==> src/rtl/gate_pkg.sv <==
// gate_pkg: shared types and helpers for the gate_bank lane array.
//   lane_state_e : per-lane power state (OFF, WAKE, ON)
//   clog2/cnt_w  : elaboration-time sizing of the wake and idle counters
package gate_pkg;

  typedef enum logic [1:0] {
    OFF  = 2'd0,
    WAKE = 2'd1,
    ON   = 2'd2
  } lane_state_e;

  function automatic int clog2(input int n);
    int r;
    r = 0;
    while ((1 << r) < n) r++;
    return r;
  endfunction

  // A counter that must hold 0..n-1 needs clog2(n) bits, but never fewer than 1.
  function automatic int cnt_w(input int n);
    return (n <= 1) ? 1 : clog2(n);
  endfunction

endpackage

==> src/rtl/gate_bank_if.sv <==
// gate_bank_if: producer-side bundle for gate_bank.
//   global_enable : master gate (low forces every lane OFF)
//   keep_on       : per-lane idle override
//   in_valid/in   : per-lane request and data (lane k at [k*WIDTH +: WIDTH])
//   in_ready      : per-lane accept
//   out/out_valid : captured data and one-cycle capture pulse
//   active        : lane is in WAKE or ON
// master = producer / power manager side, slave = gate_bank.
interface gate_bank_if #(
  parameter int CHANNELS = 4,
  parameter int WIDTH    = 8
);
  logic                      global_enable;
  logic [CHANNELS-1:0]       keep_on;
  logic [CHANNELS-1:0]       in_valid;
  logic [CHANNELS*WIDTH-1:0] in;
  logic [CHANNELS-1:0]       in_ready;
  logic [CHANNELS*WIDTH-1:0] out;
  logic [CHANNELS-1:0]       out_valid;
  logic [CHANNELS-1:0]       active;

  modport master (
    output global_enable, keep_on, in_valid, in,
    input  in_ready, out, out_valid, active
  );

  modport slave (
    input  global_enable, keep_on, in_valid, in,
    output in_ready, out, out_valid, active
  );
endinterface

==> src/rtl/gate_channel.sv <==
// gate_channel: one lane of gate_bank.
// Power FSM (OFF -> WAKE -> ON -> OFF) with a wake-up delay and idle
// auto-gating, plus a WIDTH-bit capture register clock-enabled by the
// handshake. All state lives on the single _clock.
// Ports:
//   _clock, _reset         : clock, asynchronous active-low reset
//   global_enable, keep_on : master gate, idle override
//   in_valid, in_data      : request and data
//   in_ready               : accept (combinational from state and global_enable)
//   out_data, out_valid    : captured data, one-cycle capture pulse
//   active                 : registered (state != OFF)
module gate_channel
  import gate_pkg::*;
#(
  parameter int WIDTH       = 8,
  parameter int WAKE_CYCLES = 2,
  parameter int IDLE_CYCLES = 4
) (
  input  logic             _clock,
  input  logic             _reset,
  input  logic             global_enable,
  input  logic             keep_on,
  input  logic             in_valid,
  input  logic [WIDTH-1:0] in_data,
  output logic             in_ready,
  output logic [WIDTH-1:0] out_data,
  output logic             out_valid,
  output logic             active
);

  localparam int WW = cnt_w(WAKE_CYCLES);
  localparam int IW = cnt_w(IDLE_CYCLES);
  localparam logic [WW-1:0] WAKE_LOAD = WW'((WAKE_CYCLES > 0) ? WAKE_CYCLES - 1 : 0);
  localparam logic [IW-1:0] IDLE_LAST = IW'(IDLE_CYCLES - 1);

  lane_state_e     state_q, state_d;
  logic [WW-1:0]   wake_cnt_q, wake_cnt_d;
  logic [IW-1:0]   idle_cnt_q, idle_cnt_d;
  logic [WIDTH-1:0] data_q, data_d;
  logic            out_valid_q, out_valid_d;
  logic            active_q, active_d;
  logic            transfer;

  // global_enable gates ready combinationally so a drop blocks capture at once.
  assign in_ready = (state_q == ON) && global_enable;
  assign transfer = in_valid && in_ready;

  always_comb begin
    state_d     = state_q;
    wake_cnt_d  = wake_cnt_q;
    idle_cnt_d  = idle_cnt_q;
    data_d      = data_q;
    out_valid_d = transfer;

    if (transfer) data_d = in_data;

    if (!global_enable) begin
      state_d    = OFF;
      wake_cnt_d = '0;
      idle_cnt_d = '0;
    end else begin
      case (state_q)
        OFF: begin
          if (in_valid) begin
            idle_cnt_d = '0;
            if (WAKE_CYCLES == 0) begin
              state_d = ON;
            end else begin
              state_d    = WAKE;
              wake_cnt_d = WAKE_LOAD;
            end
          end
        end
        // A wake, once started, runs to completion even if in_valid drops.
        WAKE: begin
          if (wake_cnt_q == '0) begin
            state_d    = ON;
            idle_cnt_d = '0;
          end else begin
            wake_cnt_d = wake_cnt_q - WW'(1);
          end
        end
        // A transfer on the threshold cycle takes priority over gating off.
        ON: begin
          if (transfer || keep_on) begin
            idle_cnt_d = '0;
          end else if (idle_cnt_q == IDLE_LAST) begin
            state_d    = OFF;
            idle_cnt_d = '0;
          end else begin
            idle_cnt_d = idle_cnt_q + IW'(1);
          end
        end
        default: begin
          state_d    = OFF;
          wake_cnt_d = '0;
          idle_cnt_d = '0;
        end
      endcase
    end

    active_d = (state_d != OFF);
  end

  always_ff @(posedge _clock or negedge _reset) begin
    if (!_reset) begin
      state_q     <= OFF;
      wake_cnt_q  <= '0;
      idle_cnt_q  <= '0;
      data_q      <= '0;
      out_valid_q <= 1'b0;
      active_q    <= 1'b0;
    end else begin
      state_q     <= state_d;
      wake_cnt_q  <= wake_cnt_d;
      idle_cnt_q  <= idle_cnt_d;
      data_q      <= data_d;
      out_valid_q <= out_valid_d;
      active_q    <= active_d;
    end
  end

  assign out_data  = data_q;
  assign out_valid = out_valid_q;
  assign active    = active_q;

endmodule

==> src/rtl/gate_bank.sv <==
// gate_bank: CHANNELS independent power-gated capture lanes.
// Slices the interface buses per lane and fans out global_enable; all
// behaviour lives in gate_channel.
// Ports:
//   _clock : sole clock, rising edge
//   _reset : asynchronous active-low reset
//   bus    : gate_bank_if slave (enable, keep_on, request/data, ready,
//            captured data, capture pulse, activity)
module gate_bank
  import gate_pkg::*;
#(
  parameter int CHANNELS    = 4,
  parameter int WIDTH       = 8,
  parameter int WAKE_CYCLES = 2,
  parameter int IDLE_CYCLES = 4
) (
  input logic        _clock,
  input logic        _reset,
  gate_bank_if.slave bus
);

  logic [CHANNELS-1:0]       ready;
  logic [CHANNELS-1:0]       vld;
  logic [CHANNELS-1:0]       act;
  logic [CHANNELS*WIDTH-1:0] dout;

  for (genvar k = 0; k < CHANNELS; k++) begin : g_lane
    gate_channel #(
      .WIDTH       (WIDTH),
      .WAKE_CYCLES (WAKE_CYCLES),
      .IDLE_CYCLES (IDLE_CYCLES)
    ) u_lane (
      ._clock        (_clock),
      ._reset        (_reset),
      .global_enable (bus.global_enable),
      .keep_on       (bus.keep_on[k]),
      .in_valid      (bus.in_valid[k]),
      .in_data       (bus.in[k*WIDTH +: WIDTH]),
      .in_ready      (ready[k]),
      .out_data      (dout[k*WIDTH +: WIDTH]),
      .out_valid     (vld[k]),
      .active        (act[k])
    );
  end

  assign bus.in_ready  = ready;
  assign bus.out       = dout;
  assign bus.out_valid = vld;
  assign bus.active    = act;

endmodule

==> src/flat_wrapper.sv <==
// flat-port wrapper written by rule: the top's interface ports become plain ports
module gate_bank_flat import gate_pkg::*;
#(
  parameter int CHANNELS    = 4,
  parameter int WIDTH       = 8,
  parameter int WAKE_CYCLES = 2,
  parameter int IDLE_CYCLES = 4
)
  (_clock, _reset, bus_global_enable, bus_keep_on, bus_in_valid, bus_in, bus_in_ready, bus_out, bus_out_valid, bus_active);
  gate_bank_if #(.CHANNELS(CHANNELS), .WIDTH(WIDTH)) bus_i ();
  input logic _clock;
  input logic _reset;
  input wire logic [$bits(bus_i.global_enable)-1:0] bus_global_enable;
  input wire logic [$bits(bus_i.keep_on)-1:0] bus_keep_on;
  input wire logic [$bits(bus_i.in_valid)-1:0] bus_in_valid;
  input wire logic [$bits(bus_i.in)-1:0] bus_in;
  output wire logic [$bits(bus_i.in_ready)-1:0] bus_in_ready;
  output wire logic [$bits(bus_i.out)-1:0] bus_out;
  output wire logic [$bits(bus_i.out_valid)-1:0] bus_out_valid;
  output wire logic [$bits(bus_i.active)-1:0] bus_active;
  assign bus_i.global_enable = bus_global_enable;
  assign bus_i.keep_on = bus_keep_on;
  assign bus_i.in_valid = bus_in_valid;
  assign bus_i.in = bus_in;
  assign bus_in_ready = bus_i.in_ready;
  assign bus_out = bus_i.out;
  assign bus_out_valid = bus_i.out_valid;
  assign bus_active = bus_i.active;
  gate_bank #(.CHANNELS(CHANNELS), .WIDTH(WIDTH), .WAKE_CYCLES(WAKE_CYCLES), .IDLE_CYCLES(IDLE_CYCLES)) u_core (._clock(_clock), ._reset(_reset), .bus(bus_i));
endmodule
==> config.mk <==
export PLATFORM = sky130hd
export DESIGN_NAME = gate_bank_flat
export DESIGN_NICKNAME = d
export VERILOG_FILES = /design/src/rtl/gate_pkg.sv /design/src/rtl/gate_bank_if.sv /design/src/rtl/gate_channel.sv /design/src/rtl/gate_bank.sv /design/src/flat_wrapper.sv
export SDC_FILE = /design/constraint.sdc
export NUM_CORES = 1
export LEC_CHECK = 0
export BUFFER_PORTS_ARGS = -buffer_cell sky130_fd_sc_hd__buf_2
export CAP_MARGIN = 5
export CORE_ASPECT_RATIO = 0.75
export CORE_MARGIN = 10
export CORE_UTILIZATION = 45
export DETAILED_ROUTE_END_ITERATION = 8
export PLACE_DENSITY = 0.78
export SYNTH_ARGS = -nofsm -noshare
export SYNTH_HDL_FRONTEND = slang
export SYNTH_SLANG_ARGS = --single-unit
==> constraint.sdc <==
create_clock -name _clock -period 1.33 [get_ports _clock]
set_input_delay 0 -clock _clock [delete_from_list [all_inputs] [get_ports _clock]]
set_output_delay 0 -clock _clock [all_outputs]
set_load 0.05 [all_outputs]
Yosys cells after proc, flatten, opt, wreduce, memory -nomap -nowiden
Cells that the tools add are included.
- register bits: 60
- bits in latches: 0
- bits in writable memories: 0
- bits in read-only memories: 0
- input port bits: 43
- output and inout bits: 44
- memories: 0
- add/sub/neg operators: 8
- multipliers: 0
- div/mod/pow operators: 0
- magnitude comparators: 0
- equal/unequal tests: 24
- shift-type cells: 0
- multiplexer cells: 64
- bitwise gates (word level): 0
- reductions and logical operators: 28
- operators with widths (operator ; count):
    $mux W2 ; 40
    $pmux W2 S3 ; 8
    $ne A3 B3 Y1 const B ; 8
    $eq A2 B2 Y1 const B ; 8
    $reduce_and A2 Y1 ; 8
    $mux W1 ; 12
    $pmux W1 S3 ; 4
    $add A2 B1 Y2 const B ; 4
    $eq A2 B1 Y1 const B ; 4
    $logic_and A1 B1 Y1 ; 8
    $logic_not A2 Y1 ; 4
    $ne A2 B2 Y1 const B ; 4
    $reduce_bool A2 Y1 ; 4
    $logic_or A1 B1 Y1 ; 4
    $sub A1 B1 Y1 const B ; 4

Logic depth before layout (Yosys ltp)
- word-level depth: 8
- depth in mapped cells: 4
- gate-level depth less buffers: 4

Modules after synthesis
Synthesis repeated with hierarchy kept, for this count alone.
- cells, all modules: 204
- area, all modules: 2692.6 µm²
- by module, submodules not included (module ; times used ; cells an instance ; area each (µm²) ; sequential area each (µm²)):
    gate_channel ; 4 ; 51 ; 673.1 ; 375.4

Worst setup path after synthesis
OpenSTA, ideal clock, no wires.
- path kind: flip-flop to flip-flop
- from: register u_core.g_lane[0].u_lane.state_q[0]
- to: register u_core.g_lane[0].u_lane.data_q[0]
- data arrival time: 1.110 ns
- path slack: 0.095 ns
- stages on the path, launching flop included: 4
- path through: dfrtp_1 and3b_4 nand2_4 mux2_4
- longest elaborated chain between the ends: 3
- ends and longest elaborated chain (element ; line ; text):
    from (decl) ; gate_channel.sv:36 ; lane_state_e state_q, state_d;
    from (signal assigned) ; gate_channel.sv:114 ; state_q <= state_d;
    $eq A2 B2 Y1 ; gate_channel.sv:45 ; assign in_ready = (state_q == ON) && global_enable;
    $logic_and A1 B1 Y1 ; gate_channel.sv:45 ;
    via u_core.g_lane[0].u_lane.in_ready ; gate_channel.sv:25 ; output logic in_ready,
    $logic_and A1 B1 Y1 ; gate_channel.sv:46 ; assign transfer = in_valid && in_ready;
    to (signal assigned) ; gate_channel.sv:117 ; data_q <= data_d;
    to (decl) ; gate_channel.sv:39 ; logic [WIDTH-1:0] data_q, data_d;
The timed path passes the listed nets, and every way through them passes these cells.
A chain may end at the register's enable or synchronous reset.

Final worst setup path
- from: register u_core.g_lane[2].u_lane.state_q[0]
- to: output bus_in_ready[2]
- longest elaborated chain between the ends: 2
- ends and longest elaborated chain (element ; line ; text):
    from (decl) ; gate_channel.sv:36 ;
    from (signal assigned) ; gate_channel.sv:114 ;
    $eq A2 B2 Y1 ; gate_channel.sv:45 ;
    $logic_and A1 B1 Y1 ; gate_channel.sv:45 ;
    to (decl) ; flat_wrapper.sv:17 ; output wire logic [$bits(bus_i.in_ready)-1:0] bus_in_ready;
Every way passes these cells.

==> results.sh <==
export IMPL_fmax_mhz=772
export IMPL_fin_nets=376
export IMPL_postSynth_asyncResetShare=1.00
export IMPL_cts_made_buffers=9
export IMPL_slowest_delay_ns=0.38
export IMPL_grt_remaining_overflow=0
export IMPL_antenna_cells=0
export IMPL_grt_pass1_wl_um=10400
export IMPL_setup_slack_ns=0.0342
export IMPL_tightestPinTransition_ns=0.459
export IMPL_antenna_found_initial=0
export IMPL_rows=23
export IMPL_path_clk_slew_ns=0.07
export IMPL_setup_violations=0
export IMPL_io_buffers=86
export IMPL_drc_errors=0
export IMPL_worst_ep_required_time_ns=1.33
export IMPL_yosysTopAreaCell="dfrtp_1"
export IMPL_clk_latency_ns=0.33
export IMPL_worstPathArrival_ns=1.30
export IMPL_die_w_um=108
export IMPL_rsz0062_at_grt="true"
export IMPL_routabilityCongestion=0.778
export IMPL_timing_critical_path_depth=3
export IMPL_cts_root_buf="clkbuf_8"
export IMPL_max_cap_violations=0
export IMPL_core_area_um2=5470
export IMPL_fin_crit_ns=1.30
export IMPL_cts_buffer_depth=2
export IMPL_end_kind="primary output"
export IMPL_synth_area_um2=2590
export IMPL_finalMaxSlewViolations=0
export IMPL_grt_pass1_vias=2146
export IMPL_dieArea_um2=9220
export IMPL_syn_to_final_growth_pct=43.4
export IMPL_reg2regPathDepth=3
export IMPL_pin_count=87
export IMPL_placed_cells=355
export IMPL_grt_max_degree=24
export IMPL_grt_use_total=0.142
export IMPL_synth_fp_nets=246
export IMPL_p_leak_nw=1.90
export IMPL_clock_skew_ns=0.00577
export IMPL_vias=1955
export IMPL_finalHoldViolations=0
export IMPL_ys_types=30
export IMPL_drtPass1Iterations=4
export IMPL_hold_path_class="in -> reg"
export IMPL_clock_sinks=60
export IMPL_netlist_area_leader_share=0.579
export IMPL_synth_seq_cells=60
export IMPL_crit_buf_inv=1
export IMPL_dp_hpwl_um=4390
export IMPL_h_tree_depth=3
export IMPL_die_h_um=85.7
export IMPL_max_slew_margin=0.694
export IMPL_start_util=0.474
export IMPL_post_route_period_util=0.974
export IMPL_avgSynthCellArea_um2=13.0
export IMPL_crit_slowest_cell="dfrtp_1"
export IMPL_yosysMostFrequentCell="dfrtp_1"
export IMPL_synthCells=199
export IMPL_whs_path_depth=3
export IMPL_wl_per_cell_um=15.2
export IMPL_ys_warn_count=0
export IMPL_ys_seq_area_frac=0.579
export IMPL_synth_common_cells="dfrtp_1 (60), mux2_2 (31), buf_4 (13)"
export IMPL_cts_tree="done"
export IMPL_worstSetupPathType="reg -> out"
export IMPL_crit_chain="and2b_4 > and2_4 > buf_8"
export IMPL_peakVddDrop_mv=1.47
export IMPL_critPathLaunchType="flop"
export IMPL_crit_family="simple AND/OR/NAND/NOR gates"
export IMPL_status="complete, no violations"
export IMPL_drtIter0Drc=63
export IMPL_viasPerCell=4.78
export IMPL_drive_above_1_share=0.476
export IMPL_synth_edff_count=0
export IMPL_crit_fanout=4
export IMPL_synth_ff_type="dfrtp_1"
export IMPL_drtAntennaViolNets=0
export IMPL_stdcell_count=409
export IMPL_synth_area_leaders="dfrtp_1 (58%), mux2_2 (13%), buf_4 (3.8%)"
export IMPL_power_density_nw_per_um2=2150
export IMPL_wl_um=6210
export IMPL_dp_worst_setup_slack_ns=0.0536
[cell usage in the layout, fill, tap and decap left out, types with 2 or more instances in the layout]
cell	synthesis	final
buf_2	1	82
dfrtp_1	60	60
dlygate4sd3_1	0	37
mux2_2	31	31
clkbuf_8	0	12
nor2_1	9	9
buf_4	13	9
inv_1	8	8
a21oi_1	10	8
nand2b_1	7	7
nand2_1	7	7
a31oi_1	4	4
nand3b_1	4	4
or2_2	4	4
nor3_1	4	4
a22o_1	4	4
a32o_1	4	4
ha_1	4	4
or4b_1	3	3
nor2b_1	3	3
nor3b_1	3	3
clkinv_2	0	3
and3b_1	2	2
nand2_2	2	2
nor4bb_1	4	2
nor4bb_2	0	2
a21oi_2	0	2
buf_12	0	2
[per-stage QoR]
stage               instance area (um2)  hold WS, ns   util  power (mW)  TNS [ns]
finish                             3710       0.0388  0.679        8.01         0
CTS                                3670       0.0218  0.672        8.07         0
detailed placement                 3110     -0.00513  0.568        6.42         0
global placement                   3110      -0.0170  0.568        6.33         0
floorplan                          2590       -0.296      -        5.53         0
global route                       3710       0.0408  0.679        8.43   -0.0440
[metal layers]
| metal | vias up | wire length [um] | global-route usage |
|---|---|---|---|
| li1 | 954 | - | - |
| met1 | 937 | 2470 | 0.151 |
| met2 | 58 | 3000 | 0.231 |
| met3 | 6 | 682 | 0.0934 |
| met4 | 0 | 55 | 0.0363 |
| met5 | - | 0 | 0 |
[state kept, by name, indices dropped and copies added (netlist names)]
register	flops
u_core.g_lane.u_lane.state_q	8
u_core.g_lane.u_lane.out_valid	4
u_core.g_lane.u_lane.idle_cnt_q	8
u_core.g_lane.u_lane.wake_cnt_q	4
u_core.g_lane.u_lane.out_data	32
u_core.g_lane.u_lane.active	4
[power by group]
part | switching (mW) | internal (mW)
Sequential | 0.298 | 2.43
Clock | 0.702 | 0.818
Combinational | 2.66 | 1.10
[logic make-up (layout without fill, tap and decap cells)]
| family | Yosys count | in the layout | share of synthesized area |
|---|---|---|---|
| DFF | 60 | 60 | 0.579 |
| buffers and inverters | 22 | 157 | 0.0512 |
| and+or+nand+nor | 58 | 58 | 0.148 |
| adders and majority gates | 4 | 4 | 0.0193 |
| AOI/OAI and AO/OA | 22 | 22 | 0.0579 |
| muxes | 33 | 33 | 0.144 |
[worst register-to-register path: cells and delay by family (launching register included)]
kind             cells  cell delay [ns]
muxes                1             0.31
DFF                  1             0.41
and+or+nand+nor      2             0.45
[repair_timing]
action,in CTS,in global routing
setup buffers,0,1
endpoints found under the hold margin,96,0
cloned,0,0
hold buffers,37,0
resized for setup,4,9
endpoints found under the setup margin,2,12
[area by class of cell]
class                           count  area [um2]
Fill cell                         401        1750
Sequential cell                    60        1500
Multi-Input combinational cell    117         980
Timing Repair Buffer              133         922
Clock buffer                       12         165
Tap cell                           75        93.8
Inverter                            8        30.0
Clock inverter                      4        22.5
[final timing paths]
path / start / endpoint / slack (ns)
min in group asynchronous: _reset / u_core.g_lane[2].u_lane.out_data[3]$_DFFE_PN0P_ / 0.16
setup reg to reg: u_core.g_lane[0].u_lane.state_q[0]$_DFF_PN0_ / u_core.g_lane[0].u_lane.out_data[0]$_DFFE_PN0P_ / 0.05
max in group asynchronous: _reset / u_core.g_lane[1].u_lane.out_data[6]$_DFFE_PN0P_ / 0.69
hold / removal: bus_in_valid[2] / u_core.g_lane[2].u_lane.out_valid$_DFF_PN0_ / 0.04
hold reg to reg: u_core.g_lane[1].u_lane.state_q[0]$_DFF_PN0_ / u_core.g_lane[1].u_lane.wake_cnt_q$_DFFE_PN0P_ / 0.44
setup / recovery: u_core.g_lane[2].u_lane.state_q[0]$_DFF_PN0_ / bus_in_ready[2] / 0.03
Note: power is estimated with default switching activity, not from simulation.
